`src/rtl/action_executor_pkg.sv`:
```
// action_executor_pkg: shared widths, action record layout, opcode and FSM types
package action_executor_pkg;
    localparam int BYTE_BUS     = 8;
    localparam int DATA_BUS     = 8;
    localparam int HDR_MAX_LEN  = 32;
    localparam int MAX_VAL_LEN  = 8;
    localparam int NUM_HEADERS  = 4;

    localparam int ACT_OP_IDX   = 0;
    localparam int ACT_HDR_IDX  = 1;
    localparam int ACT_OFF_IDX  = 2;
    localparam int ACT_LEN_IDX  = 3;
    localparam int ACT_DATA_IDX = 4;

    localparam int MAX_DATA_LEN = MAX_VAL_LEN - ACT_DATA_IDX;
    localparam int LEN_W        = $clog2(MAX_DATA_LEN + 1);
    localparam int VIDX_W       = $clog2(MAX_VAL_LEN);
    localparam int HIDX_W       = $clog2(HDR_MAX_LEN);
    localparam int HID_W        = $clog2(NUM_HEADERS);
    localparam int ADDR_W       = DATA_BUS + 2;

    typedef enum logic [7:0] {
        ACT_NOP  = 8'd0,
        ACT_SET  = 8'd1,
        ACT_ADD  = 8'd2,
        ACT_FWD  = 8'd3,
        ACT_DROP = 8'd4
    } act_op_e;

    typedef enum logic [1:0] {ST_FREE, ST_DECODE, ST_WRITE, ST_DONE} state_e;

    typedef logic [MAX_VAL_LEN-1:0][BYTE_BUS-1:0] val_t;
    typedef logic [HDR_MAX_LEN-1:0][BYTE_BUS-1:0] hdr_t;
    typedef logic [NUM_HEADERS-1:0][DATA_BUS-1:0] offs_t;
endpackage

```
`src/rtl/action_executor_if.sv`:
```
// action_executor_if: matcher-side handshake, header bus and verdict outputs (stats with EXECUTOR_STATS_EN)
interface action_executor_if;
    import action_executor_pkg::*;
    logic        start_i;
    logic        is_match_i;
    val_t        flow_val_i;
    hdr_t        pkt_hdr_i;
    offs_t       parsed_hdrs_i;
    hdr_t        pkt_hdr_o;
    logic [7:0]  egress_port_o;
    logic        drop_o;
    logic        err_o;
    logic [7:0]  err_proc_o;
    logic        ready_o;
    logic        mod_start_i;
    logic [7:0]  mod_miss_op_i;
    logic [7:0]  mod_miss_port_i;
`ifdef EXECUTOR_STATS_EN
    logic [31:0] stat_hit_o;
    logic [31:0] stat_miss_o;
    logic [31:0] stat_drop_o;
`endif

    modport master (
        output start_i, is_match_i, flow_val_i, pkt_hdr_i, parsed_hdrs_i,
               mod_start_i, mod_miss_op_i, mod_miss_port_i,
        input  pkt_hdr_o, egress_port_o, drop_o, err_o, err_proc_o, ready_o
`ifdef EXECUTOR_STATS_EN
        , input stat_hit_o, stat_miss_o, stat_drop_o
`endif
    );

    modport slave (
        input  start_i, is_match_i, flow_val_i, pkt_hdr_i, parsed_hdrs_i,
               mod_start_i, mod_miss_op_i, mod_miss_port_i,
        output pkt_hdr_o, egress_port_o, drop_o, err_o, err_proc_o, ready_o
`ifdef EXECUTOR_STATS_EN
        , output stat_hit_o, stat_miss_o, stat_drop_o
`endif
    );
endinterface

```
`src/rtl/action_executor_alu_byte.sv`:
```
// action_alu_byte: one byte step of SET (pass data) or ADD (old + data + carry)
module action_alu_byte
    import action_executor_pkg::*;
(
    input  act_op_e    op,
    input  logic [7:0] old_byte,
    input  logic [7:0] data_byte,
    input  logic       carry_in,
    output logic [7:0] new_byte,
    output logic       carry_out
);
    logic [8:0] sum;
    assign sum       = {1'b0, old_byte} + {1'b0, data_byte} + {8'd0, carry_in};
    assign new_byte  = op == ACT_ADD ? sum[7:0] : data_byte;
    assign carry_out = op == ACT_ADD && sum[8];
endmodule

```
`src/rtl/action_executor.sv`:
```
// action_executor: executes a matched flow action record on the header buffer; optional counters via EXECUTOR_STATS_EN
module action_executor
    import action_executor_pkg::*;
#(
    parameter int PROC_ID = 0
) (
    input logic clk,
    input logic rst,
    action_executor_if.slave bus
);
    state_e              state;
    hdr_t                buf_r, hdr_out;
    val_t                val_r;
    offs_t               hdrs_r;
    logic                hit_r, carry_r, drop_r, err_r, ready_r;
    act_op_e             op_r;
    logic [ADDR_W-1:0]   base_r;
    logic [LEN_W-1:0]    len_r, cnt_r;
    logic [7:0]          miss_op_r, miss_port_r, egress_r;

    logic [7:0]          raw_op;
    logic                known, clamp, in_rng, carry_out;
    act_op_e             dec_op;
    logic [LEN_W-1:0]    dec_len, idx;
    logic [HID_W-1:0]    hid;
    logic [ADDR_W-1:0]   dec_base, addr;
    logic [VIDX_W-1:0]   dsel;
    logic [7:0]          old_byte, new_byte;

    // Decode of the latched record and address of the byte handled this WRITE cycle
    always_comb begin
        raw_op   = hit_r ? val_r[ACT_OP_IDX] : miss_op_r;
        known    = raw_op <= 8'(ACT_DROP);
        dec_op   = known ? act_op_e'(raw_op) : ACT_NOP;
        clamp    = val_r[ACT_LEN_IDX] > 8'(MAX_DATA_LEN);
        dec_len  = clamp ? LEN_W'(MAX_DATA_LEN) : LEN_W'(val_r[ACT_LEN_IDX]);
        hid      = val_r[ACT_HDR_IDX] < 8'(NUM_HEADERS) ? HID_W'(val_r[ACT_HDR_IDX]) : '0;
        dec_base = ADDR_W'(hdrs_r[hid]) + ADDR_W'(val_r[ACT_OFF_IDX]);
        idx      = op_r == ACT_ADD ? len_r - cnt_r - LEN_W'(1) : cnt_r;
        addr     = base_r + ADDR_W'(idx);
        in_rng   = addr < ADDR_W'(HDR_MAX_LEN);
        old_byte = in_rng ? buf_r[addr[HIDX_W-1:0]] : '0;
        dsel     = VIDX_W'(ACT_DATA_IDX) + VIDX_W'(idx);
    end

    action_alu_byte u_alu (
        .op        (op_r),
        .old_byte  (old_byte),
        .data_byte (val_r[dsel]),
        .carry_in  (carry_r),
        .new_byte  (new_byte),
        .carry_out (carry_out)
    );

    // Control FSM: accept, decode, byte-serial write, publish result
    always_ff @(posedge clk or negedge rst) begin
        if (!rst) begin
            state       <= ST_FREE;
            buf_r       <= '0;
            hdr_out     <= '0;
            val_r       <= '0;
            hdrs_r      <= '0;
            hit_r       <= 1'b0;
            carry_r     <= 1'b0;
            drop_r      <= 1'b0;
            err_r       <= 1'b0;
            ready_r     <= 1'b0;
            op_r        <= ACT_NOP;
            base_r      <= '0;
            len_r       <= '0;
            cnt_r       <= '0;
            miss_op_r   <= 8'(ACT_NOP);
            miss_port_r <= '0;
            egress_r    <= '0;
        end else begin
            ready_r <= 1'b0;
            case (state)
                ST_FREE: begin
                    if (bus.mod_start_i) begin
                        miss_op_r   <= bus.mod_miss_op_i;
                        miss_port_r <= bus.mod_miss_port_i;
                    end else if (bus.start_i) begin
                        val_r  <= bus.flow_val_i;
                        hdrs_r <= bus.parsed_hdrs_i;
                        hit_r  <= bus.is_match_i;
                        buf_r  <= bus.pkt_hdr_i;
                        drop_r <= 1'b0;
                        err_r  <= 1'b0;
                        state  <= ST_DECODE;
                    end
                end
                ST_DECODE: begin
                    op_r    <= dec_op;
                    len_r   <= dec_len;
                    base_r  <= dec_base;
                    cnt_r   <= '0;
                    carry_r <= 1'b0;
                    if (!known || clamp) err_r <= 1'b1;
                    if (dec_op == ACT_FWD) egress_r <= hit_r ? val_r[ACT_DATA_IDX] : miss_port_r;
                    if (dec_op == ACT_DROP) drop_r <= 1'b1;
                    state <= (dec_op == ACT_SET || dec_op == ACT_ADD) && dec_len != '0 ? ST_WRITE : ST_DONE;
                end
                ST_WRITE: begin
                    if (in_rng) buf_r[addr[HIDX_W-1:0]] <= new_byte;
                    else err_r <= 1'b1;
                    carry_r <= carry_out;
                    cnt_r   <= cnt_r + LEN_W'(1);
                    if (cnt_r == len_r - LEN_W'(1)) state <= ST_DONE;
                end
                default: begin
                    hdr_out <= buf_r;
                    ready_r <= 1'b1;
                    state   <= ST_FREE;
                end
            endcase
        end
    end

    assign bus.pkt_hdr_o     = hdr_out;
    assign bus.egress_port_o = egress_r;
    assign bus.drop_o        = drop_r;
    assign bus.err_o         = err_r;
    assign bus.err_proc_o    = err_r ? 8'(PROC_ID) : 8'd0;
    assign bus.ready_o       = ready_r;

`ifdef EXECUTOR_STATS_EN
    logic [31:0] hit_cnt, miss_cnt, drop_cnt;
    logic        accept;
    assign accept = state == ST_FREE && !bus.mod_start_i && bus.start_i;

    // Saturating hit/miss counters on accepted starts and drop counter on completion
    always_ff @(posedge clk or negedge rst) begin
        if (!rst) begin
            hit_cnt  <= '0;
            miss_cnt <= '0;
            drop_cnt <= '0;
        end else begin
            if (accept && bus.is_match_i && hit_cnt != '1) hit_cnt <= hit_cnt + 32'd1;
            if (accept && !bus.is_match_i && miss_cnt != '1) miss_cnt <= miss_cnt + 32'd1;
            if (state == ST_DONE && drop_r && drop_cnt != '1) drop_cnt <= drop_cnt + 32'd1;
        end
    end

    assign bus.stat_hit_o  = hit_cnt;
    assign bus.stat_miss_o = miss_cnt;
    assign bus.stat_drop_o = drop_cnt;
`endif
endmodule

```
`src/flat_wrapper.sv`:
```
// flat-port wrapper written by rule: the top's interface ports become plain ports
module action_executor_flat import action_executor_pkg::*;
#(
    parameter int PROC_ID = 0
)
  (clk, rst, bus_start_i, bus_is_match_i, bus_flow_val_i, bus_pkt_hdr_i, bus_parsed_hdrs_i, bus_mod_start_i, bus_mod_miss_op_i, bus_mod_miss_port_i, bus_pkt_hdr_o, bus_egress_port_o, bus_drop_o, bus_err_o, bus_err_proc_o, bus_ready_o);
  action_executor_if bus_i ();
  input logic clk;
  input logic rst;
  input wire logic [$bits(bus_i.start_i)-1:0] bus_start_i;
  input wire logic [$bits(bus_i.is_match_i)-1:0] bus_is_match_i;
  input wire logic [$bits(bus_i.flow_val_i)-1:0] bus_flow_val_i;
  input wire logic [$bits(bus_i.pkt_hdr_i)-1:0] bus_pkt_hdr_i;
  input wire logic [$bits(bus_i.parsed_hdrs_i)-1:0] bus_parsed_hdrs_i;
  input wire logic [$bits(bus_i.mod_start_i)-1:0] bus_mod_start_i;
  input wire logic [$bits(bus_i.mod_miss_op_i)-1:0] bus_mod_miss_op_i;
  input wire logic [$bits(bus_i.mod_miss_port_i)-1:0] bus_mod_miss_port_i;
  output wire logic [$bits(bus_i.pkt_hdr_o)-1:0] bus_pkt_hdr_o;
  output wire logic [$bits(bus_i.egress_port_o)-1:0] bus_egress_port_o;
  output wire logic [$bits(bus_i.drop_o)-1:0] bus_drop_o;
  output wire logic [$bits(bus_i.err_o)-1:0] bus_err_o;
  output wire logic [$bits(bus_i.err_proc_o)-1:0] bus_err_proc_o;
  output wire logic [$bits(bus_i.ready_o)-1:0] bus_ready_o;
  assign bus_i.start_i = bus_start_i;
  assign bus_i.is_match_i = bus_is_match_i;
  assign bus_i.flow_val_i = bus_flow_val_i;
  assign bus_i.pkt_hdr_i = bus_pkt_hdr_i;
  assign bus_i.parsed_hdrs_i = bus_parsed_hdrs_i;
  assign bus_i.mod_start_i = bus_mod_start_i;
  assign bus_i.mod_miss_op_i = bus_mod_miss_op_i;
  assign bus_i.mod_miss_port_i = bus_mod_miss_port_i;
  assign bus_pkt_hdr_o = bus_i.pkt_hdr_o;
  assign bus_egress_port_o = bus_i.egress_port_o;
  assign bus_drop_o = bus_i.drop_o;
  assign bus_err_o = bus_i.err_o;
  assign bus_err_proc_o = bus_i.err_proc_o;
  assign bus_ready_o = bus_i.ready_o;
  action_executor #(.PROC_ID(PROC_ID)) u_core (.clk(clk), .rst(rst), .bus(bus_i));
endmodule
```
`config.mk`:
```
export PLATFORM = sky130hd
export DESIGN_NAME = action_executor_flat
export DESIGN_NICKNAME = d
export VERILOG_FILES = /design/src/rtl/action_executor_pkg.sv /design/src/rtl/action_executor_if.sv /design/src/rtl/action_executor_alu_byte.sv /design/src/rtl/action_executor.sv /design/src/flat_wrapper.sv
export SDC_FILE = /design/constraint.sdc
export NUM_CORES = 2
export LEC_CHECK = 0
export ABC_CLOCK_PERIOD_IN_PS = 9300
export BUFFER_PORTS_ARGS = -buffer_cell sky130_fd_sc_hd__buf_4
export CORE_MARGIN = 3
export CORE_UTILIZATION = 28
export DETAILED_ROUTE_END_ITERATION = 8
export GPL_ROUTABILITY_DRIVEN = 0
export SKIP_CTS_REPAIR_TIMING = 1
export SLEW_MARGIN = 25
export SYNTH_ARGS = -nofsm -noshare
export SYNTH_HDL_FRONTEND = slang
export SYNTH_SLANG_ARGS = --single-unit
export TNS_END_PERCENT = 30
```
`constraint.sdc`:
```
create_clock -name clk -period 9.3 [get_ports clk]
set_clock_uncertainty 0.1 [all_clocks]
set_input_delay 1.395 -clock clk [delete_from_list [all_inputs] [get_ports clk]]
set_output_delay 1.395 -clock clk [all_outputs]
set_load 0.03 [all_outputs]
```
; ---- Word-level counts from Yosys, hierarchy flattened
; Cells that the tools add are included.
[classes]
n_reduce_logical = 20
n_eq_ne = 15
bitwise = 1
order_cmp = 8
mux = 36
n_addsub = 9
[op_table]
columns = op, count
row1 = 256-bit 2-to-1 mux, 3
row2 = 256-bit one-hot mux with 2 select lines, 1
row3 = 256-bit bitwise mux, 1
row4 = 8-bit 2-to-1 mux, 9
row5 = 8-bit binary-select mux with 5-bit select, 1
row6 = 8-bit demux with 5-bit select, 1
row7 = 8-bit binary-select mux with 3-bit select, 1
row8 = "8-bit by 2-bit == test with 1-bit output, second input constant", 3
row9 = 8-bit by 8-bit adder with 9-bit output, 2
row10 = 8-bit binary-select mux with 2-bit select, 1
row11 = 10-bit by 3-bit adder with 10-bit output, 1
row12 = "10-bit by 6-bit less-than comparator with 1-bit output, second input constant", 1
row13 = 9-bit by 1-bit adder with 9-bit output, 1
row14 = "8-bit by 1-bit == test with 1-bit output, second input constant", 1
row15 = "8-bit by 3-bit == test with 1-bit output, second input constant", 1
row16 = "8-bit by 3-bit greater-than comparator with 1-bit output, second input constant", 1
row17 = "8-bit by 3-bit <= comparator with 1-bit output, second input constant", 1
row18 = "8-bit by 3-bit less-than comparator with 1-bit output, second input constant", 1
row19 = 2-bit 2-to-1 mux, 4
row20 = "2-bit by 1-bit inequality test with 1-bit output, second input constant", 4
row21 = 4-bit AND reduction, 2
row22 = 1-bit 2-to-1 mux, 7
row23 = "5-bit by 6-bit less-than comparator with 1-bit output, second input constant", 1
row24 = 3-bit 2-to-1 mux, 2
row25 = other kinds (26), 38
[totals]
reg_bits = 663
out_inout_bits = 275
elab_cells = 178
input_bits = 373

; ---- Longest topological paths before layout
[logic_depth]
ltp_word = 13
depth_mapped = 31
ltp_nobuf = 21

; ---- Hierarchy
; A second synthesis with hierarchy kept.
[hier_totals]
hier_cells = 2301
hier_area_um2 = 31124.9
[modules_own_cells]
columns = mod, area_per_inst_um2, seq_area_each_um2, n_inst, cells_each
row1 = action_executor, 30636.9, 16565.9, 1, 2241
row2 = action_alu_byte, 488.0, 0.0, 1, 60

; ---- Worst setup path after synthesis
; No wires, ideal clock.
[synth_timing]
path_type = register to register
start = reg u_core.cnt_r[0]
end = reg u_core.buf_r[142] in the netlist's numbering
t_required_ps = 9077
setup_slack_ps = 2335
setup_ps = 123
path_stages_with_launch = 29
path_buffers = 8
period_less_slack_ps = 6965
arrival_ps = 6742
cell_sequence = dfrtp_1 > buf_6 > buf_2 > inv_2 > buf_2 > ha_1 > fa_1 > clkbuf_1 > a21oi_1 > inv_2 > buf_2 > ha_1 > a211oi_2 > o21bai_1 > nand2_2 > buf_2 > clkbuf_1 > nand2_1 > a32oi_1 > nand4_1 > fa_1 > fa_1 > nor2b_1 > o31ai_1 > a2111oi_0 > a211oi_1 > buf_2 > or4b_1 > o221a_2
[synth_between]
elab_chain_cells = 13
elab_cells_between_ends = 24
cone_classes = add/sub (6) / order compare (3) / eq/ne (1) / mux (12) / reduce/logical (2)
[synth_lines]
columns = element, line
row1 = start: declaration, action_executor.sv:18  ; logic [LEN_W-1:0] len_r, cnt_r;
row2 = start signal: assignment, action_executor.sv:107  ; cnt_r <= cnt_r + LEN_W'(1);
row3 = 3-bit subtractor, action_executor.sv:39  ; idx = op_r == ACT_ADD ? len_r - cnt_r - LEN_W'(1) : cnt_r;
row4 = 3-bit by 1-bit subtractor with 3-bit output, action_executor.sv:39
row5 = 3-bit 2-to-1 mux *, action_executor.sv:39
row6 = 10-bit by 3-bit adder with 10-bit output, action_executor.sv:40  ; addr = base_r + ADDR_W'(idx);
row7 = 8-bit binary-select mux with 5-bit select, action_executor.sv:42  ; old_byte = in_rng ? buf_r[addr[HIDX_W-1:0]] : '0;
row8 = 8-bit 2-to-1 mux (implied by the code), action_executor.sv:42
row9 = 8-bit 2-to-1 mux, action_executor.sv:42
row10 = 8-bit by 8-bit adder with 9-bit output, action_executor_alu_byte.sv:13  ; assign sum = {1'b0, old_byte} + {1'b0, data_byte} + {8'd0, carry_in};
row11 = 9-bit by 1-bit adder with 9-bit output, action_executor_alu_byte.sv:13
row12 = 8-bit 2-to-1 mux, action_executor_alu_byte.sv:14  ; assign new_byte = op == ACT_ADD ? sum[7:0] : data_byte;
row13 = 256-bit bitwise mux, action_executor.sv:104  ; if (in_rng) buf_r[addr[HIDX_W-1:0]] <= new_byte;
row14 = 256-bit 2-to-1 mux, action_executor.sv:104
row15 = 256-bit one-hot mux with 2 select lines, action_executor.sv:77  ; case (state)
row16 = end signal: assignment, action_executor.sv:86  ; buf_r <= bus.pkt_hdr_i;
row17 = end signal: indexed assignment, action_executor.sv:104
row18 = end: declaration, action_executor.sv:12  ; hdr_t buf_r, hdr_out;
; Mark *: on every way between the ends. The rest lies on a longest branch, timed or not. The select of a mux whose other input is x is not followed.
; A chain may end at the register's enable or synchronous reset.

; ---- Worst setup path after layout
; Ends and elaborated chain as after synthesis.

==> results_dict.tcl <==
set metrics [dict create \
    cts_tree "built" \
    ys_async_sr_fraction 1.00 \
    hold_end "u_core.hdrs_r[15]" \
    slew_headroom 0.178 \
    setup_viol 0 \
    synth-compound-area-share 0.179 \
    fmax_mhz 122 \
    avgRoutedWirePerCell_um 29.8 \
    synth_edf_count 0 \
    synth_top_family_by_area "multiplexers" \
    dp_cells 4853 \
    coreArea_um2 119000 \
    nNetsFinal 3738 \
    die_h_um 354 \
    clkSinkCount 662 \
    hold_viol 0 \
    drtIter0Drc 2959 \
    vdd_drop_max_uv 316 \
    drtPass1Iterations 5 \
    htree_num_levels 3 \
    worstHoldStart "u_core.hdrs_r[15]" \
    tightest_slew_ps 1230 \
    via_per_inst 5.62 \
    drive_above_1_share 0.441 \
    powerDensity_nw_per_um2 491 \
    regArea_um2 16600 \
    arrival_ps 8660 \
    r2r-start "u_core.cnt_r[0]" \
    muxShareOfSynthArea 0.190 \
    vias 28100 \
    multiInputGateArea_um2 16300 \
    hpwl_um 108000 \
    ys_seq_area_frac 0.490 \
    io_buffers 639 \
    drt.antenna.violating_nets 0 \
    holdCritPathClass "flop to flop" \
    final_max_slew_viol_count 0 \
    ys_types 85 \
    fill_cells 11600 \
    r2r_end "u_core.buf_r[142]" \
    track_usage 0.230 \
    whs_path_depth 1 \
    fin_crit_sh 0.884 \
    cp-end-kind "flop" \
    rsz0062_at_grt "no" \
    grt_pass1_wl_um 211000 \
    synthAdderAreaFrac 0.0122 \
    synth_xor_area_frac 0.00414 \
    required_ps 9730 \
    clockBufferDepth 3 \
    drc 0 \
    layout.cells.non_filler 5008 \
    reg2reg_slack_ps 1080 \
    rr_worst_depth 21 \
    ioPinCount 648 \
    root_buffer "clkbuf_16" \
    antenna_found_initial 26 \
    cts_buffers 78 \
    leakage_nw 17.3 \
    synthFlopType "dfrtp_1" \
    synth_area_um2 33800 \
    grt_pass1_vias 27700 \
    synth-simple-area-share 0.0900 \
    wl_um 149000 \
    layout_common_cells "688 x buf_4, 662 x dfrtp_1, 382 x mux2_2" \
    num_rows 126 \
    final_common_cell "buf_4" \
    period_minus_slack_ps 8220 \
    syn_avg_cell_area_um2 12.1 \
    cap_violations 0 \
    worstSetupPathType "flop to flop" \
    grt_max_degree 258 \
    fin_tns_setup_ps 0 \
    postSynthCellCount 2797 \
    status "completed" \
    ys.warnings.count 0 \
    cp_max_fo 37 \
    clk_pin_slew_ps 60 \
    overflow 0 \
    clk_latency_ps 650 \
    die_w_um 354 \
    dieArea_um2 125000 \
    ys_seq_elements 662 \
    syn2layout_area_growth_pct 27.3 \
    start_util 0.284 \
    start_kind "flop" \
]
[state kept, by name, indices dropped and copies added, names as in the netlist]
name,flops
u_core.bus.egress_port_o,8
u_core.miss_port_r,8
u_core.cnt_r,3
u_core.hdrs_r,32
u_core.miss_op_r,8
u_core.base_r,9
u_core.bus.ready_o,1
u_core.buf_r,256
u_core.op_r,8
u_core.carry_r,1
u_core.bus.drop_o,1
u_core.bus.err_o,1
u_core.val_r,64
u_core.state,2
u_core.len_r,3
u_core.bus.pkt_hdr_o,256
u_core.hit_r,1
[logic make-up after synthesis]
family / Yosys count
compound gates: 763
simple gates: 556
fa+ha+maj: 30
xor+xnor: 16
buf+inv: 269
flops: 662
other cells: 1
mux: 500
[cells in the mapped netlist, types with 7 or more instances]
cell	instances	area (um^2)
clkbuf_1	157	589
and3_1	7	43.8
nand3_1	190	951
and3b_1	12	105
and2_1	17	106
dfrtp_1	662	16600
a221oi_1	9	78.8
nand2_1	104	390
nand3b_1	58	435
o221a_1	88	991
nand2b_1	14	87.6
inv_1	15	56.3
a21o_1	11	82.6
o21ai_1	9	45.0
ha_1	25	313
o41ai_4	8	220
xnor2_1	14	123
o211ai_1	8	60.1
a211oi_1	15	113
or4b_1	8	80.1
nor2b_1	31	194
o221ai_1	11	96.3
a31oi_1	25	156
o22ai_1	35	219
buf_1	14	52.6
mux2_2	382	4300
nor2_1	62	233
o221a_2	145	1630
nor3_1	9	45.0
buf_6	7	78.8
buf_2	55	275
mux2i_1	43	430
a21oi_1	57	285
buf_4	17	128
o21ai_0	274	1370
mux4_2	75	1690
[routing by layer]
metal	part of all wire	global-route usage	routed length, um	vias to the layer above
met2	0.46	0.363	68800	1438
li1	-	-	-	11900
met5	0.00062	0	92	-
met1	0.41	0.302	61500	14500
met4	0.046	0.0994	6880	14
met3	0.079	0.0535	11800	277
[worst max-delay path by stage]
stage	from	endpoint	slack [ps]	cells after the start
after global routing	u_core.cnt_r[0]	u_core.buf_r[183]	720	21
after detailed placement	u_core.cnt_r[0]	u_core.buf_r[142]	1140	21
final	u_core.cnt_r[0]	u_core.buf_r[142]	1080	21
after CTS	u_core.cnt_r[0]	u_core.buf_r[142]	1120	21
after global placement	u_core.cnt_r[0]	u_core.buf_r[255]	1110	20
after floorplan	u_core.cnt_r[0]	u_core.buf_r[142]	2340	28
[worst max-delay path, stage by stage, from the launching register on]
cell	delay, ps
dfrtp_1	330
buf_4	340
inv_2	200
ha_1	250
fa_1	730
a21oi_1	450
inv_2	290
fa_4	1390
buf_4	380
mux4_2	240
nand2_1	120
nand3_1	120
nand4_1	130
fa_1	470
fa_1	470
nor2b_1	170
o31ai_1	120
a2111oi_0	680
a211oi_4	30
buf_4	300
or4b_1	550
o221a_2	140
[power breakdown]
| part | total [W] | switching, W | internal (W) |
|---|---|---|---|
| sequential | 0.00586 | 0.00152 | 0.00434 |
| combinational | 0.0120 | 0.00721 | 0.00484 |
| clock | 0.00323 | 0.00133 | 0.00189 |
| total | 0.0211 | 0.0101 | 0.0111 |
[area by class of cell]
class,count,share of cell area
flip-flops and latches,662,0.385
multi-input cells,1873,0.378
repair buffers,701,0.126
clock buffers,106,0.0530
well taps,1600,0.0465
clock inverters,32,0.00872
inverters,19,0.00166
diodes,15,0.000872
[stage by stage]
step | total power [W] | hold slack, ps | worst slack [ps] | util | area [um^2]
floorplan | 0.0127 | 371 | 2340 | - | 33900
global placement | 0.0176 | 381 | 1110 | 0.338 | 40200
detailed placement | 0.0178 | 385 | 1140 | 0.339 | 40300
CTS | 0.0211 | 398 | 1120 | 0.361 | 43000
global route | 0.0221 | 409 | 724 | 0.362 | 43000
finish | 0.0211 | 397 | 1080 | 0.362 | 43100
(Power assumes the default switching activity.)
